[src/rtl/uart_rx_param.sv]
// uart_rx_param
//   Parametrised UART receiver. It takes an asynchronous serial line, idle high
//   and LSB first, and delivers each received word on a byte-wide valid/ready
//   stream. The line passes through a 2-FF synchroniser and each bit is sampled
//   at mid-bit. Bad stop bits and overruns are reported as 1-cycle pulses. An
//   active-low activity LED is retriggered on every start bit.
//
//   Optional feature: define UART_RX_PARITY_EN to expect one parity bit after
//   the data bits (PARITY_ODD selects odd/even) and to drive PARITY_ERR.
//   When the macro is undefined, no parity bit is expected and PARITY_ERR is 0.
//
// Ports
//   FPGA_CLK    in   1          system clock
//   RST_N       in   1          asynchronous active-low reset
//   UART_RXD    in   1          asynchronous serial input, idle high
//   RX_DATA     out  DATA_BITS  received word, stable while RX_VALID=1
//   RX_VALID    out  1          RX_DATA holds an unconsumed word
//   RX_READY    in   1          consumer accepts (transfer on RX_VALID & RX_READY)
//   FRAME_ERR   out  1          1-cycle pulse, stop bit sampled low
//   OVERRUN     out  1          1-cycle pulse, good frame dropped because word unconsumed
//   PARITY_ERR  out  1          1-cycle pulse, parity mismatch
//   LED_ACT     out  1          active-low activity LED
//
// State  | meaning
// -------+---------------------------------------------------------------
// IDLE   | line idle, waiting for a falling edge on the synchronised input
// START  | timing to the middle of the start bit to reject glitches
// DATA   | sampling DATA_BITS data bits, one per bit period
// PARITY | sampling the parity bit (only with UART_RX_PARITY_EN)
// STOP   | sampling STOP_BITS stop bits; the last sample completes the frame

module uart_rx_param #(
  parameter int CLK_HZ          = 50_000_000,
  parameter int BAUD            = 115_200,
  parameter int DATA_BITS       = 8,
  parameter int STOP_BITS       = 1,
  parameter int LED_HOLD_CYCLES = 50_000_000,
  parameter int PARITY_ODD      = 0
) (
  input  logic                 FPGA_CLK,
  input  logic                 RST_N,
  input  logic                 UART_RXD,
  output logic [DATA_BITS-1:0] RX_DATA,
  output logic                 RX_VALID,
  input  logic                 RX_READY,
  output logic                 FRAME_ERR,
  output logic                 OVERRUN,
  output logic                 PARITY_ERR,
  output logic                 LED_ACT
);

  localparam int CLKS_PER_BIT = CLK_HZ / BAUD;
  localparam int CNT_W        = $clog2(CLKS_PER_BIT);
  localparam int BIT_W        = $clog2(DATA_BITS);
  localparam int LED_W        = $clog2(LED_HOLD_CYCLES + 1);

  localparam logic [CNT_W-1:0] HALF_TC   = CNT_W'(CLKS_PER_BIT / 2 - 1);
  localparam logic [CNT_W-1:0] FULL_TC   = CNT_W'(CLKS_PER_BIT - 1);
  localparam logic [BIT_W-1:0] LAST_BIT  = BIT_W'(DATA_BITS - 1);
  localparam logic             LAST_STOP = 1'(STOP_BITS - 1);
  localparam logic [LED_W-1:0] LED_LOAD  = LED_W'(LED_HOLD_CYCLES);
  localparam logic             PAR_ODD   = (PARITY_ODD != 0);

  typedef enum logic [2:0] {
    S_IDLE,
    S_START,
    S_DATA,
`ifdef UART_RX_PARITY_EN
    S_PARITY,
`endif
    S_STOP
  } state_t;

  state_t state, state_nxt;

  logic                 rx_meta, rxs, rxs_d;
  logic                 rx_fall;
  logic [CNT_W-1:0]     cnt;
  logic [BIT_W-1:0]     bit_idx;
  logic                 stop_idx;
  logic                 stop_bad;
  logic                 par_bad;
  logic [DATA_BITS-1:0] shift;
  logic [LED_W-1:0]     led_cnt;

  logic start_go, bit_tick, par_tick, stop_tick, frame_done;
  logic frame_bad, frame_good, load_word;

  // Synchroniser and edge history; all reset to the idle line level so that
  // reset release never looks like a start edge.
  always_ff @(posedge FPGA_CLK or negedge RST_N) begin
    if (!RST_N) begin
      rx_meta <= 1'b1;
      rxs     <= 1'b1;
      rxs_d   <= 1'b1;
    end else begin
      rx_meta <= UART_RXD;
      rxs     <= rx_meta;
      rxs_d   <= rxs;
    end
  end

  assign rx_fall = rxs_d & ~rxs;

  always_ff @(posedge FPGA_CLK or negedge RST_N) begin
    if (!RST_N) state <= S_IDLE;
    else        state <= state_nxt;
  end

  always_comb begin
    state_nxt  = state;
    start_go   = 1'b0;
    bit_tick   = 1'b0;
    par_tick   = 1'b0;
    stop_tick  = 1'b0;
    frame_done = 1'b0;
    case (state)
      S_IDLE: begin
        if (rx_fall) begin
          state_nxt = S_START;
          start_go  = 1'b1;
        end
      end
      S_START: begin
        if (cnt == HALF_TC) state_nxt = rxs ? S_IDLE : S_DATA;
      end
      S_DATA: begin
        if (cnt == FULL_TC) begin
          bit_tick = 1'b1;
          if (bit_idx == LAST_BIT) begin
`ifdef UART_RX_PARITY_EN
            state_nxt = S_PARITY;
`else
            state_nxt = S_STOP;
`endif
          end
        end
      end
`ifdef UART_RX_PARITY_EN
      S_PARITY: begin
        if (cnt == FULL_TC) begin
          par_tick  = 1'b1;
          state_nxt = S_STOP;
        end
      end
`endif
      S_STOP: begin
        if (cnt == FULL_TC) begin
          stop_tick = 1'b1;
          // Leaving at mid stop bit lets IDLE catch a start edge that arrives
          // in the second half of the stop bit.
          if (stop_idx == LAST_STOP) begin
            frame_done = 1'b1;
            state_nxt  = S_IDLE;
          end
        end
      end
      default: state_nxt = S_IDLE;
    endcase
  end

  // Bit-period counter restarts on every state change and every sample, so
  // after the half-bit START wait all later samples land at mid-bit.
  always_ff @(posedge FPGA_CLK or negedge RST_N) begin
    if (!RST_N) begin
      cnt      <= '0;
      bit_idx  <= '0;
      stop_idx <= 1'b0;
      stop_bad <= 1'b0;
      shift    <= '0;
    end else begin
      if (state == S_IDLE || state_nxt != state || bit_tick || stop_tick)
        cnt <= '0;
      else
        cnt <= cnt + CNT_W'(1);

      if (start_go)      bit_idx <= '0;
      else if (bit_tick) bit_idx <= bit_idx + BIT_W'(1);

      if (start_go)       stop_idx <= 1'b0;
      else if (stop_tick) stop_idx <= stop_idx + 1'b1;

      if (start_go)              stop_bad <= 1'b0;
      else if (stop_tick && !rxs) stop_bad <= 1'b1;

      if (bit_tick) shift <= {rxs, shift[DATA_BITS-1:1]};
    end
  end

  // A frame is bad if any stop bit, including the one sampled right now, is low.
  assign frame_bad  = stop_bad | ~rxs;
  assign frame_good = frame_done & ~frame_bad & ~par_bad;
  assign load_word  = frame_good & (~RX_VALID | RX_READY);

`ifdef UART_RX_PARITY_EN
  always_ff @(posedge FPGA_CLK or negedge RST_N) begin
    if (!RST_N) begin
      par_bad    <= 1'b0;
      PARITY_ERR <= 1'b0;
    end else begin
      if (start_go)      par_bad <= 1'b0;
      else if (par_tick) par_bad <= ((^shift) ^ rxs) != PAR_ODD;
      // Framing error takes precedence over parity for the same frame.
      PARITY_ERR <= frame_done & ~frame_bad & par_bad;
    end
  end
`else
  assign par_bad    = 1'b0;
  // No parity bit on the line; PARITY_ODD has no effect in this build.
  assign PARITY_ERR = PAR_ODD & 1'b0 & par_tick;
`endif

  always_ff @(posedge FPGA_CLK or negedge RST_N) begin
    if (!RST_N) begin
      RX_DATA   <= '0;
      RX_VALID  <= 1'b0;
      FRAME_ERR <= 1'b0;
      OVERRUN   <= 1'b0;
    end else begin
      FRAME_ERR <= frame_done & frame_bad;
      OVERRUN   <= frame_good & RX_VALID & ~RX_READY;
      // A word arriving in the same cycle as a consumer handshake replaces the
      // consumed one and keeps RX_VALID high.
      if (load_word) begin
        RX_DATA  <= shift;
        RX_VALID <= 1'b1;
      end else if (RX_VALID && RX_READY) begin
        RX_VALID <= 1'b0;
      end
    end
  end

  always_ff @(posedge FPGA_CLK or negedge RST_N) begin
    if (!RST_N)              led_cnt <= '0;
    else if (start_go)       led_cnt <= LED_LOAD;
    else if (led_cnt != '0)  led_cnt <= led_cnt - LED_W'(1);
  end

  assign LED_ACT = (led_cnt == '0);

endmodule

[config.mk]
export PLATFORM = sky130hd
export DESIGN_NAME = uart_rx_param
export DESIGN_NICKNAME = d
export VERILOG_FILES = /design/src/rtl/uart_rx_param.sv
export SDC_FILE = /design/constraint.sdc
export NUM_CORES = 1
export LEC_CHECK = 0
export ABC_CLOCK_PERIOD_IN_PS = 3200
export BUFFER_PORTS_ARGS = -buffer_cell sky130_fd_sc_hd__buf_2
export CAP_MARGIN = 20
export CORE_MARGIN = 2
export CORE_UTILIZATION = 55
export CTS_CLUSTER_SIZE = 8
export DETAILED_ROUTE_END_ITERATION = 6
export GPL_TIMING_DRIVEN = 0
export HOLD_SLACK_MARGIN = 0.03
export PLACE_DENSITY = 0.8
export SETUP_SLACK_MARGIN = 0.3
export SYNTH_ARGS = -nofsm -noshare
export SYNTH_HDL_FRONTEND = slang
export SYNTH_SLANG_ARGS = --single-unit
[constraint.sdc]
create_clock -name FPGA_CLK -period 3.2 [get_ports FPGA_CLK]
set_input_delay 0.32 -clock FPGA_CLK [delete_from_list [all_inputs] [get_ports FPGA_CLK]]
set_output_delay 0.32 -clock FPGA_CLK [all_outputs]
set_load 0.01 [all_outputs]
# [Word-level counts from Yosys, hierarchy flattened]
# Index checks and enable logic that the tools add are counted.
[word_totals] regBits=65 input_bits=4
[op_classes] add_sub_neg=4 eq_ne=7 mux=27 bitwise_logic=12 n_reduce_logical=14
[op_table] operator="26-bit two-way mux" count=2
[op_table] operator="26-bit logical NOT" count=1
[op_table] operator="26-bit nonzero test" count=1
[op_table] operator="26-bit by 1-bit subtractor with 26-bit output (second input constant)" count=1
[op_table] operator="3-bit two-way mux" count=8
[op_table] operator="1-bit two-way mux" count=14
[op_table] operator="3-bit one-hot mux with 4 select lines" count=1
[op_table] operator="2-bit nonzero test" count=5
[op_table] operator="9-bit by 1-bit adder with 9-bit output (second input constant)" count=1
[op_table] operator="9-bit by 8-bit equality test with 1-bit output (second input constant)" count=1
[op_table] operator="9-bit equality test (second input constant)" count=1
[op_table] operator="9-bit two-way mux" count=1
[op_table] operator="1-bit bitwise AND" count=6
[op_table] operator="3-bit by 2-bit equality test with 1-bit output (second input constant)" count=2
[op_table] operator="1-bit NOT" count=4
[op_table] operator="3-bit by 1-bit adder with 3-bit output (second input constant)" count=1
[op_table] operator="3-bit by 1-bit equality test with 1-bit output (second input constant)" count=1
[op_table] operator="3-bit equality test (second input constant)" count=1
[op_table] operator="3-bit logical NOT" count=1
[op_table] operator="1-bit logical OR" count=3
[op_table] operator="3-bit != test" count=1
[op_table] operator="1-bit logical AND" count=2
[op_table] operator="2-bit two-way mux" count=1
[op_table] operator="1-bit OR" count=2
[op_table] operator="other kinds (2)" count=2

# [Longest topological paths before layout]
[logic_depth] ltp_word=9 depth_mapped=8 ltp_nobuf=7

# [Worst setup path after synthesis]
# OpenSTA, ideal clock, no wires.
[synth_path] kind="flip-flop to flip-flop" startpoint="register cnt[1]" endpoint="register RX_DATA[0]" setup_time_ns=0.125 arrival_time_ns=1.991 setup_slack_ns=1.084 path_stages_with_launch=9 path_buffers=1 period_less_slack_ns=2.116 cell_sequence="dfrtp_1 -> inv_1 -> ha_1 -> and4b_2 -> nand2_4 -> or4_4 -> nand2b_4 -> buf_6 -> mux2_4"
[synth_between] elab_chain_cells=5
[synth_lines] element="start: declaration" line="78" source="logic [CNT_W-1:0] cnt;"
[synth_lines] element="start signal: assignment" line="175" source="cnt <= cnt + CNT_W'(1);"
[synth_lines] element="9-bit equality test" line="148" source="if (cnt == FULL_TC) begin"
[synth_lines] element="1-bit two-way mux" line="148"
[synth_lines] element="1-bit two-way mux" line="117" source="case (state)"
[synth_lines] element="1-bit bitwise AND" line="192" source="assign frame_good = frame_done & ~frame_bad & ~par_bad;"
[synth_lines] element="1-bit bitwise AND" line="193" source="assign load_word = frame_good & (~RX_VALID | RX_READY);"
[synth_lines] element="end signal: assignment" line="225" source="RX_DATA <= shift;"
[synth_lines] element="end: declaration" line="43" source="output logic [DATA_BITS-1:0] RX_DATA,"
# Every way passes these cells.
# A chain may end at the register's enable or synchronous reset.

# [Worst setup path in the final report]
[layout_path] startpoint="register led_cnt[12]" endpoint="output LED_ACT"
[layout_between] elab_chain_cells=1
[layout_lines] element="start: declaration" line="84" source="logic [LED_W-1:0] led_cnt;"
[layout_lines] element="start signal: assignment" line="236" source="else if (led_cnt != '0) led_cnt <= led_cnt - LED_W'(1);"
[layout_lines] element="26-bit logical NOT" line="239" source="assign LED_ACT = (led_cnt == '0);"
[layout_lines] element="end: declaration" line="49" source="output logic LED_ACT"
# Every way passes these cells.

==> run summary <==
Outcome -> finished, final reports clean
Fillers -> 438
Vias in the first global route -> 2144
Sum of negative setup slack -> 0 ns
Post-Place Cell Area -> 3340 um2
Yosys reg bits -> 65
Final GP Congestion -> 0.794
Power per cell area -> 533 nW/um2
Worst path slowest cell -> nor4_2
Final Critical Period -> 2.51 ns
Leading post-synthesis cells by cell area -> dfrtp_1 49%, xnor2_1 5.3%, mux2_4 3.8%
Core area -> 5540 um2
Initial Utilization -> 0.570
Clk buf depth -> 2
CTS Buf Count -> 9
Number of placed instances, taps included -> 372
Routed Antenna Nets -> 0
Port bufs -> 15
Crit end category -> output pin
Post-CTS Setup Inserts -> 0
Largest net degree at the start of global routing -> 36
Slew @ Worst Pin -> 0.791 ns
Ant. Diodes -> 0
Clock sink total -> 65
Iter 0 DRT Violations -> 106
Clk_lat worst skew -> 0.34 ns
Tcrit/Tclk final -> 0.785
Metal2 WL -> 2780 um
RSZ-0062 raised after global routing -> false
NumNets Final -> 321
Total grt overflow -> 0
TritonRoute pass-1 iters -> 4
Post-synth ARST share -> 1.00
Critical-path maximum fanout -> 10
Crit-path cells -> nor4_2, nand2_2, nor3_4, buf_2
Cts hold-fix bufs -> 0
Multi-input gate area -> 1440 um2
Die Width -> 79.7 um
# DRC -> 0
Fmax -> 0.398 GHz
Via/cell ratio -> 5.66
Main synth FF type -> dfrtp_1
Final Hold Viols -> 0
Share of cells above drive strength 1 -> 0.225
Row cnt -> 27
Total GRT Usage -> 0.203
Top Metal Used -> met4
Number of synthesis warnings -> 0
Via count -> 2195
Worst Slack Setup Final -> 0.689 ns
Most common cell after layout, fill and taps aside -> dfrtp_1
Leakage -> 1.54 nW
CP max stage delay -> 0.59 ns
Hold WS -> 0.0681 ns
Area leader, netlist -> dfrtp_1
CTS tree -> done
Reg clk slew, reported paths -> 0.07 ns
Syn avg cell area -> 11.2 um2
Die Ht -> 79.7 um
Sequential-to-total area share from yosys stat -> 0.517
Final instance area -> 3510 um2
Worst Skew -> 0.0135 ns
Cells on worst reg2reg path -> 7
Post-detail-place hpwl -> 3970 um
Critical Path Source Type -> flip-flop
Fin. max-slew vios -> 0
Synth cell types -> 55
Post_cts resized -> 0
Synthesis-to-finish area growth -> 11.2%
CP Class -> flip-flop to output pin
Synth Instances -> 283
Register area -> 1630 um2
Root Buffer -> clkbuf_8
Detail Route met3 WL -> 202 um
Initial antenna violation count -> 0
Post-Syn Area -> 3160 um2
Most frequent cells in the layout -> 62 x dfrtp_1, 29 x nor2_1, 19 x xnor2_1
Worst Path Arrival -> 2.19 ns
Finished Core Util -> 0.633
Total Power -> 1.87 mW
Htree depth -> 3
Worst slew margin -> 0.473
Min-delay worst type -> input port to asynchronous set/reset pin
Non-Filler Instances -> 388
Worst Path Required -> 2.88 ns
Max cap viols -> 0
Die area -> 6360 um2
Endpoints failing setup -> 0
Dpl ws -> 0.880 ns
Drt total wl -> 5770 um
Routed length per placed instance -> 14.9 um
EDFF count, synth -> 0
VDD IR max -> 0.000501 V
First-pass GRT wire length -> 9870 um
I/O pin total -> 17
Yosys top cell area share -> 0.492
Met1 Wirelength -> 2680 um
[registers in the layout, summed over array words and instances (netlist names)]
signal,flops
OVERRUN,1
state,3
rxs_d,1
RX_DATA,8
bit_idx,3
stop_bad,1
led_cnt,26
RX_VALID,1
FRAME_ERR,1
rx_meta,1
rxs,1
cnt,9
shift,8
stop_idx,1
[cell type report]
class                           instances  share of cell area
Buffer                                 10              0.0150
Clock buffer                           12              0.0414
Clock inverter                          4             0.00570
Inverter                                9             0.00963
Multi-Input combinational cell        200               0.411
Sequential cell                        65               0.465
Tap cell                               72              0.0257
Timing Repair Buffer                   16              0.0271
[worst max-delay path: cells and delay by family (launching register included)]
kind,cells,cell delay [ns]
flops,1,0.44
buf+inv,1,0.18
simple gates,3,1.23
[path summary, 6_finish.rpt]
| kind | startpoint | end | slack, ns |
|---|---|---|---|
| worst max-delay path | led_cnt[12] | LED_ACT | 0.69 |
| worst min-delay path | RST_N | led_cnt[21] | 0.07 |
| worst max register to register | cnt[0] | cnt[7] | 0.88 |
| worst min register to register | rx_meta | rxs | 0.36 |
| max in group asynchronous | RST_N | led_cnt[2] | 2.51 |
| min in group FPGA_CLK | UART_RXD | rx_meta | 0.08 |
[cell families (layout without fill, tap and decap cells)]
logic type,Yosys count,count (layout),synth area share
and+or+nand+nor,113,113,0.209
other,1,2,0.00119
DFF,65,65,0.517
AOI/OAI and AO/OA,38,38,0.0864
xor gates and xnor gates,25,25,0.0694
muxes,16,16,0.0666
buffers and inverters,19,51,0.0274
adders and majority gates,6,6,0.0238
[power by group]
group	switching [mW]	internal, mW
logic	0.169	0.125
registers	0.0900	0.898
clock network	0.292	0.297
total	0.551	1.32
[synthesized netlist by cell type, types with 2 or more instances]
cell and count:
a211oi_1 2, a21oi_1 8, a311oi_1 5, a31o_2 3, a31oi_1 2, and2_1 3
and3_1 5, buf_2 3, clkbuf_1 5, dfrtp_1 62, dfstp_2 3, ha_1 6
inv_1 9, mux2_2 8, mux2_4 8, nand2_1 18, nand2b_1 3, nand3_1 11
nand4_1 5, nand4b_1 2, nor2_1 29, nor2b_1 2, nor3_1 5, nor4_1 5
o21ai_0 7, o31ai_1 4, o41ai_1 2, or3_1 8, xnor2_1 19, xor2_1 6
[per-layer routing]
layer  track usage  up-vias
li1              -     1068
met3        0.0633       11
met2         0.310       36
met5             0        -
met1         0.262     1080
met4        0.0983        0
No activity file was read; power rests on OpenSTA's default activity.
